===== config.mk =====
export PLATFORM = sky130hd
export DESIGN_NAME = axi_r_resp_router
export DESIGN_NICKNAME = d
export VERILOG_FILES = /design/src/rtl/axi_r_resp_router.sv
export SDC_FILE = /design/constraint.sdc
export NUM_CORES = 1
export LEC_CHECK = 0
export ABC_AREA = 1
export ABC_CLOCK_PERIOD_IN_PS = 2300
export BUFFER_PORTS_ARGS = -buffer_cell sky130_fd_sc_hd__buf_2
export CAP_MARGIN = 20
export CORE_MARGIN = 3
export CORE_UTILIZATION = 30
export CTS_CLUSTER_SIZE = 25
export DETAILED_ROUTE_END_ITERATION = 8
export GPL_ROUTABILITY_DRIVEN = 1
export HOLD_SLACK_MARGIN = 0.12
export PLACE_DENSITY_LB_ADDON = 0.08
export SLEW_MARGIN = 30
export SYNTH_ARGS = -nofsm -noshare
export SYNTH_HDL_FRONTEND = slang
export SYNTH_SLANG_ARGS = --single-unit

===== constraint.sdc =====
create_clock -name clk -period 2.3 [get_ports clk]
set_clock_uncertainty 0.15 [all_clocks]
set_input_delay 0.23 -clock clk [delete_from_list [all_inputs] [get_ports clk]]
set_output_delay 0.23 -clock clk [all_outputs]
set_load 0.01 [all_outputs]

===== src/rtl/axi_r_resp_router.sv =====
// AXI read-response router: two slave R ports to two master R ports, burst-locked round-robin.
// Optional protocol checker (RID stability, 256-beat limit) enabled with AXI_R_RESP_CHECK_EN.
module axi_r_resp_router #(
   parameter int unsigned ID_WIDTH   = 4,
   parameter int unsigned DATA_WIDTH = 32
) (
   input  logic                  clk,
   input  logic                  rst,

   input  logic [ID_WIDTH:0]     RID_S0,
   input  logic [DATA_WIDTH-1:0] RDATA_S0,
   input  logic [1:0]            RRESP_S0,
   input  logic                  RLAST_S0,
   input  logic                  RVALID_S0,
   output logic                  RREADY_S0,

   input  logic [ID_WIDTH:0]     RID_S1,
   input  logic [DATA_WIDTH-1:0] RDATA_S1,
   input  logic [1:0]            RRESP_S1,
   input  logic                  RLAST_S1,
   input  logic                  RVALID_S1,
   output logic                  RREADY_S1,

   output logic [ID_WIDTH-1:0]   RID_M0,
   output logic [DATA_WIDTH-1:0] RDATA_M0,
   output logic [1:0]            RRESP_M0,
   output logic                  RLAST_M0,
   output logic                  RVALID_M0,
   input  logic                  RREADY_M0,

   output logic [ID_WIDTH-1:0]   RID_M1,
   output logic [DATA_WIDTH-1:0] RDATA_M1,
   output logic [1:0]            RRESP_M1,
   output logic                  RLAST_M1,
   output logic                  RVALID_M1,
   input  logic                  RREADY_M1,

   output logic                  prot_err
);

   typedef enum logic {StIdle, StBurst} state_e;

   state_e state_q, state_d;
   logic   ptr_q, ptr_d;
   logic   sel_slave_q, sel_slave_d;
   logic   sel_master_q, sel_master_d;
   logic   grant;

   logic [ID_WIDTH:0]     s_id;
   logic [DATA_WIDTH-1:0] s_data;
   logic [1:0]            s_resp;
   logic                  s_last;
   logic                  s_valid;
   logic                  m_ready;
   logic                  beat_hs;

   always_comb begin
      s_id    = sel_slave_q ? RID_S1    : RID_S0;
      s_data  = sel_slave_q ? RDATA_S1  : RDATA_S0;
      s_resp  = sel_slave_q ? RRESP_S1  : RRESP_S0;
      s_last  = sel_slave_q ? RLAST_S1  : RLAST_S0;
      s_valid = sel_slave_q ? RVALID_S1 : RVALID_S0;
      m_ready = sel_master_q ? RREADY_M1 : RREADY_M0;
      beat_hs = (state_q == StBurst) & s_valid & m_ready;
   end

   // ptr_q=1 means S1 is preferred when both slaves request
   always_comb begin
      if (RVALID_S0 && RVALID_S1) begin
         grant = ptr_q;
      end else begin
         grant = RVALID_S1;
      end
   end

   always_ff @(posedge clk or negedge rst) begin
      if (!rst) begin
         state_q      <= StIdle;
         ptr_q        <= 1'b0;
         sel_slave_q  <= 1'b0;
         sel_master_q <= 1'b0;
      end else begin
         state_q      <= state_d;
         ptr_q        <= ptr_d;
         sel_slave_q  <= sel_slave_d;
         sel_master_q <= sel_master_d;
      end
   end

   always_comb begin
      state_d      = state_q;
      ptr_d        = ptr_q;
      sel_slave_d  = sel_slave_q;
      sel_master_d = sel_master_q;
      case (state_q)
         StIdle: begin
            if (RVALID_S0 || RVALID_S1) begin
               state_d      = StBurst;
               sel_slave_d  = grant;
               sel_master_d = grant ? RID_S1[ID_WIDTH] : RID_S0[ID_WIDTH];
            end
         end
         StBurst: begin
            if (beat_hs && s_last) begin
               state_d = StIdle;
               ptr_d   = ~sel_slave_q;
            end
         end
         default: state_d = StIdle;
      endcase
   end

   always_comb begin
      RID_M0    = '0;
      RDATA_M0  = '0;
      RRESP_M0  = '0;
      RLAST_M0  = 1'b0;
      RVALID_M0 = 1'b0;
      RID_M1    = '0;
      RDATA_M1  = '0;
      RRESP_M1  = '0;
      RLAST_M1  = 1'b0;
      RVALID_M1 = 1'b0;
      RREADY_S0 = 1'b0;
      RREADY_S1 = 1'b0;
      if (state_q == StBurst) begin
         if (!sel_master_q) begin
            RID_M0    = s_id[ID_WIDTH-1:0];
            RDATA_M0  = s_data;
            RRESP_M0  = s_resp;
            RLAST_M0  = s_last;
            RVALID_M0 = s_valid;
         end else begin
            RID_M1    = s_id[ID_WIDTH-1:0];
            RDATA_M1  = s_data;
            RRESP_M1  = s_resp;
            RLAST_M1  = s_last;
            RVALID_M1 = s_valid;
         end
         if (!sel_slave_q) begin
            RREADY_S0 = m_ready;
         end else begin
            RREADY_S1 = m_ready;
         end
      end
   end

`ifdef AXI_R_RESP_CHECK_EN
   logic [7:0]        beat_cnt_q;
   logic [ID_WIDTH:0] rid_q;
   logic              prot_err_q;

   always_ff @(posedge clk or negedge rst) begin
      if (!rst) begin
         beat_cnt_q <= 8'd0;
         rid_q      <= '0;
         prot_err_q <= 1'b0;
      end else begin
         if (state_q == StIdle && state_d == StBurst) begin
            beat_cnt_q <= 8'd0;
            rid_q      <= grant ? RID_S1 : RID_S0;
         end else if (beat_hs && !s_last) begin
            beat_cnt_q <= beat_cnt_q + 8'd1;
         end
         // 256th beat without RLAST, or RID drifting inside the burst
         if (beat_hs && ((s_id != rid_q) || (!s_last && beat_cnt_q == 8'hff))) begin
            prot_err_q <= 1'b1;
         end
      end
   end

   assign prot_err = prot_err_q;
`else
   assign prot_err = 1'b0;
`endif

endmodule


==> metrics.txt, run 1 <==
final setup fails=0; Port Buf Inserts=167; Fillers=338; DRT iter0 DRCs=74; gr busiest metal=met2; status=complete, no violations; Sequential Power Share=8.2%; ANT nets after route=0; multi-input logic area=817 um^2; CP required=1.92 ns; vias per cell=4.45; share of the synthesized area in the top cell type=35.7%; htree depth=1; Placed Instances=375; number of global-route vias before repair=1,528; Slew HR=51.2%; combinational power share=87.5%; Area after DPL=0.00187 mm^2; Post-Route WL=4570 um; CP arrival=1.59 ns; RSZ-0062 raised after global routing=no; # diodes=0; I/O pin cnt=169; 1st-pass router iterations=4; Worst Path Class, Setup=reg2out; clock root buffer=clkbuf_4; Sw Ratio=56.4%; layout cell share with drive strength beyond 1=53.0%; via count=1,690; dpl ws=0.563 ns; met3 GRT Util=3.25%; synth warn=0; WHS=0.162 ns; crit-path max cell delay=0.57 ns; Clock Power Share=4.3%; worst slew pin tran=0.730 ns; M1 GR Usage=22.6%; layout net count=421; Finished Layout Cells=380; Die Area=0.00430 mm^2; cells along the critical path=buf_12 > mux2i_1 > nor2_1 > buf_2; Layout Area Growth over Synthesis=78.8%; Register Area=101 um^2; Overall Power=2.20 mW; Clock Tree Buf Depth=2; chip width=65.6 um; CP Launch Type=register; cell type with the highest aggregate area in the netlist=mux2i_1; clock latency on the worst-skew pair=0.24 ns; chip height=65.6 um; Setup Buffers After CTS=0; Psw=1.24 mW; initial antenna violation count=0; Clk pin slew, worst setup/hold paths=0.04 ns; Yosys cell types=18; pin count of the biggest net entering global routing=40; most common cell after layout, fill and taps aside=buf_2; Core Box Area=0.00339 mm^2; VDD IR max=508 uV; Syn Nets=260; Rows=21; met2 GRT Util=35.8%; Yosys reg bits=4; GRT Residual Overflow=0; fin area=0.00191 mm^2; setup ws final=0.328 ns; TritonCTS Sinks=4; Fin. Hold Viols=0; Leak Pwr=1.25 nW; PD cells=1150 mW/mm^2; total CTS buffers=3; DRC Markers=0; Hold WC Path Type=in2reg; CTS tree=built; critical path peak fanout=24; post-synthesis sequential area ratio=9.39%; largest cells by area after synthesis=mux2i_1, nor2_1, dfrtp_1; Final Cycle Share=85.7%; first-pass GRT wire length=6710 um; Slew Limit Fails=0; Total Routing Usage GR=19.5%; critical path capture point type=primary output; slowest CP cell=dfrtp_2; hpwl dp=3760 um; Max Freq=507 MHz; Finished Core Util=56.2%; WL/cell=12.0 um; min cycle time layout=1.97 ns; TNS Setup=0 ns; cells after synthesis=174; initial core utilization=31.5%; Post-Syn Area=0.00107 mm^2; max cap viols=0; Avg Inst Size Synth=6.13 um^2; RD Place Congestion=0.824; commonest cells after routing, fill and taps aside=buf_2, nor2_1, mux2i_1; Internal=0.958 mW
power groups by stage:
stage	Clock [mW]	Combinational [mW]	Sequential, mW
after floorplan	0	1.36	0.130
after global placement	0	1.95	0.179
after detailed placement	0	1.94	0.181
after CTS	0.0991	1.95	0.181
after global routing	0.105	2.13	0.190
final	0.0953	1.92	0.181
final cells by class:
class / instances / area share [%]
Multi-Input combinational cell: 148 / 42.9
Inverter: 8 / 1.58
Clock buffer: 4 / 1.38
Sequential cell: 4 / 5.32
Timing Repair Buffer: 170 / 45.8
Tap cell: 46 / 3.02
sequential cells by signal (all words and copies together), names as in the netlist:
name          flops
state_q           1
ptr_q             1
sel_master_q      1
sel_slave_q       1
critical path: cells and delay by family (launching register included):
family                 cells  cell delay [ns]
multiplexers               1             0.27
flip-flops                 1             0.57
buffers and inverters      2             0.43
AND/OR/NAND/NOR            1             0.07
timing repair:
action                                 4_1_cts  5_1_grt
hold buffers                                 1        0
setup endpoints to repair                    0        0
endpoints found under the hold margin        4        0
gates resized for setup                      0        0
kinds of logic (layout without fill, tap and decap cells):
| logic type | count (synthesis) | count (layout) | share of synthesized area (%) |
|---|---|---|---|
| AND/OR/NAND/NOR | 107 | 107 | 39.7 |
| multiplexers | 38 | 38 | 35.7 |
| buffers and inverters | 22 | 182 | 14.0 |
| flip-flops | 4 | 4 | 9.39 |
| AO/OA/AOI/OAI | 2 | 2 | 0.938 |
| other | 1 | 1 | 0.352 |
cells in the mapped netlist, drive strengths merged:
master  number
clkbuf       2
conb         1
o21ai        2
mux2i       38
buf         12
nand4        1
nand2       19
nor2        80
dfrtp        4
inv          8
nor3         2
nand3        3
nand3b       2
per-layer routing:
| layer | share of wire, % | wire, um | up-vias |
|---|---|---|---|
| met3 | 11 | 505 | 8 |
| met4 | 1.8 | 80 | 0 |
| met2 | 49 | 2260 | 109 |
| met1 | 38 | 1720 | 701 |
| met5 | 0 | 0 | - |
| li1 | - | - | 872 |
path summary, 6_finish.rpt:
kind	startpoint	to	slack, ns	cells after the start
worst max-delay path	sel_slave_q	RDATA_M0[8]	0.33	4
worst min-delay path	RID_S0[4]	sel_master_q	0.16	5
worst max register to register	sel_slave_q	state_q	0.77	7
worst min register to register	ptr_q	ptr_q	0.35	2
max in group asynchronous	rst	sel_slave_q	1.70	2
min in group asynchronous	rst	ptr_q	0.17	2
Power figures use the tool's default switching activity.
==> inputs of run 2 (changes only) <==
CELL_PAD_IN_SITES_DETAIL_PLACEMENT = 1   (was unset)
CELL_PAD_IN_SITES_GLOBAL_PLACEMENT = 1   (was unset)
CORE_UTILIZATION = 17   (was 30)
==> metrics.txt, run 2 (same netlist as run 1, synthesis figures left out) <==
slowest CP cell=dfrtp_1; Total Routing Usage GR=14.1%; Port Buf Inserts=167; RD Place Congestion=0.707; total CTS buffers=3; I/O pin cnt=169; GRT Residual Overflow=0; via count=1,711; Leak Pwr=1.26 nW; CTS resizes=0; max cap viols=0; CP Launch Type=register; chip height=85.2 um; CP Capture Point=RID_M0[2]; clock latency on the worst-skew pair=0.22 ns; Post-Route WL=5410 um; crit-path max cell delay=0.43 ns; TritonCTS Sinks=4; TNS Setup=0 ns; Core Box Area=0.00599 mm^2; Slew Limit Fails=0; layout net count=422; number of cells on the critical path=5; Rows=28; Hold WC Path Type=in2reg; critical path's top delay family=buffers and inverters; number of global-route vias before repair=1,727; vias per cell=4.17; fin area=0.00198 mm^2; Final Cycle Share=80.1%; ANT nets after route=0; Overall Power=2.35 mW; DRC Markers=0; Bufs and invs on worst path=3; clock root buffer=clkbuf_8; commonest cells after routing, fill and taps aside=buf_2, nor2_1, mux2i_1; first-pass GRT wire length=8420 um; Finished Core Util=33.1%; CTS tree=built; most common cell after layout, fill and taps aside=buf_2; Area after DPL=0.00193 mm^2; RSZ-0062 raised after global routing=no; cells along the critical path=inv_2 > nand2_2 > buf_4 > nor2_1 > buf_2; VDD IR max=612 uV; 1st-pass router iterations=4; Max Freq=543 MHz; status=complete, no violations; pin count of the biggest net entering global routing=44; Critical path origin=sel_master_q; reg2reg setup slack=0.88 ns; initial antenna violation count=0; final setup fails=0; worst r2r path cells=7; Die Area=0.00726 mm^2; FF-to-FF End=state_q; hpwl dp=4470 um; # diodes=0; min cycle time layout=1.84 ns; layout cell share with drive strength beyond 1=53.1%; critical path peak fanout=35; Clk pin slew, worst setup/hold paths=0.03 ns; hold wc startpoint=RVALID_S1; chip width=85.2 um; DRT iter0 DRCs=36; CP required=1.92 ns; Worst Path Class, Setup=reg2out; WL/cell=13.2 um; Fin. Hold Viols=0; Worst R2R Start=sel_slave_q; setup ws final=0.458 ns; dpl ws=0.672 ns; initial core utilization=17.8%; critical path capture point type=primary output; htree depth=1; PD cells=1190 mW/mm^2; Layout Area Growth over Synthesis=85.8%; Clock Tree Buf Depth=2; CP arrival=1.46 ns
==> run 2: cell count changes in the layout (fill, tap and decap cells not counted) <==
cell | previous run | this run
buf_12 | 1 | 2
clkbuf_4 | 3 | 0
clkbuf_8 | 0 | 3
==> run 2: worst reg2reg max path: cells and delay by family, from the launching register on <==
family        cells  cell delay, ns
simple gates      5            0.42
flops             1            0.40
buf+inv           2            0.32
==> run 2: worst min-delay path by stage <==
| stage | to | depth (start not counted) |
|---|---|---|
| floorplan | ptr_q | 0 |
| global placement | ptr_q | 1 |
| detailed placement | ptr_q | 1 |
| CTS | sel_slave_q | 3 |
| global route | sel_master_q | 2 |
| finish | sel_slave_q | 3 |
==> run 2: layout make-up <==
cell class | instances | area, um^2
inverter | 8 | 30.0
clock buffer | 4 | 45.0
fill | 845 | 4010
timing repair buffer | 171 | 893
tap | 75 | 93.8
multi-input combinational | 148 | 817
sequential | 4 | 101
==> run 2: repair_timing <==
item | 4_1_cts | 5_1_grt
setup endpoints to repair | 0 | 0
hold buffers | 1 | 0
hold endpoints to repair | 4 | 0
buffers inserted | 0 | 0
==> run 2: routing by layer <==
layer	vias up	share of wire (%)	GRT usage, %
met4	0	0.41	1.73
li1	874	-	-
met3	4	9.6	3.20
met5	-	0	0
met1	752	37	15.9
met2	81	53	27.3
==> run 2: report_power, final <==
group | total [mW] | internal (mW) | leakage (nW) | switching [mW]
sequential | 0.143 | 0.104 | 0.0461 | 0.0383
combinational | 2.06 | 0.831 | 1.19 | 1.22
clock | 0.155 | 0.118 | 0.0228 | 0.0366
==> run 2: through the flow <==
stage	cells	hold WS [ns]
2_1_floorplan	174	-0.216
3_3_place_gp	405	-0.103
3_5_place_dp	405	-0.101
4_1_cts	410	0.178
5_1_grt	410	0.213
6_report	410	0.179
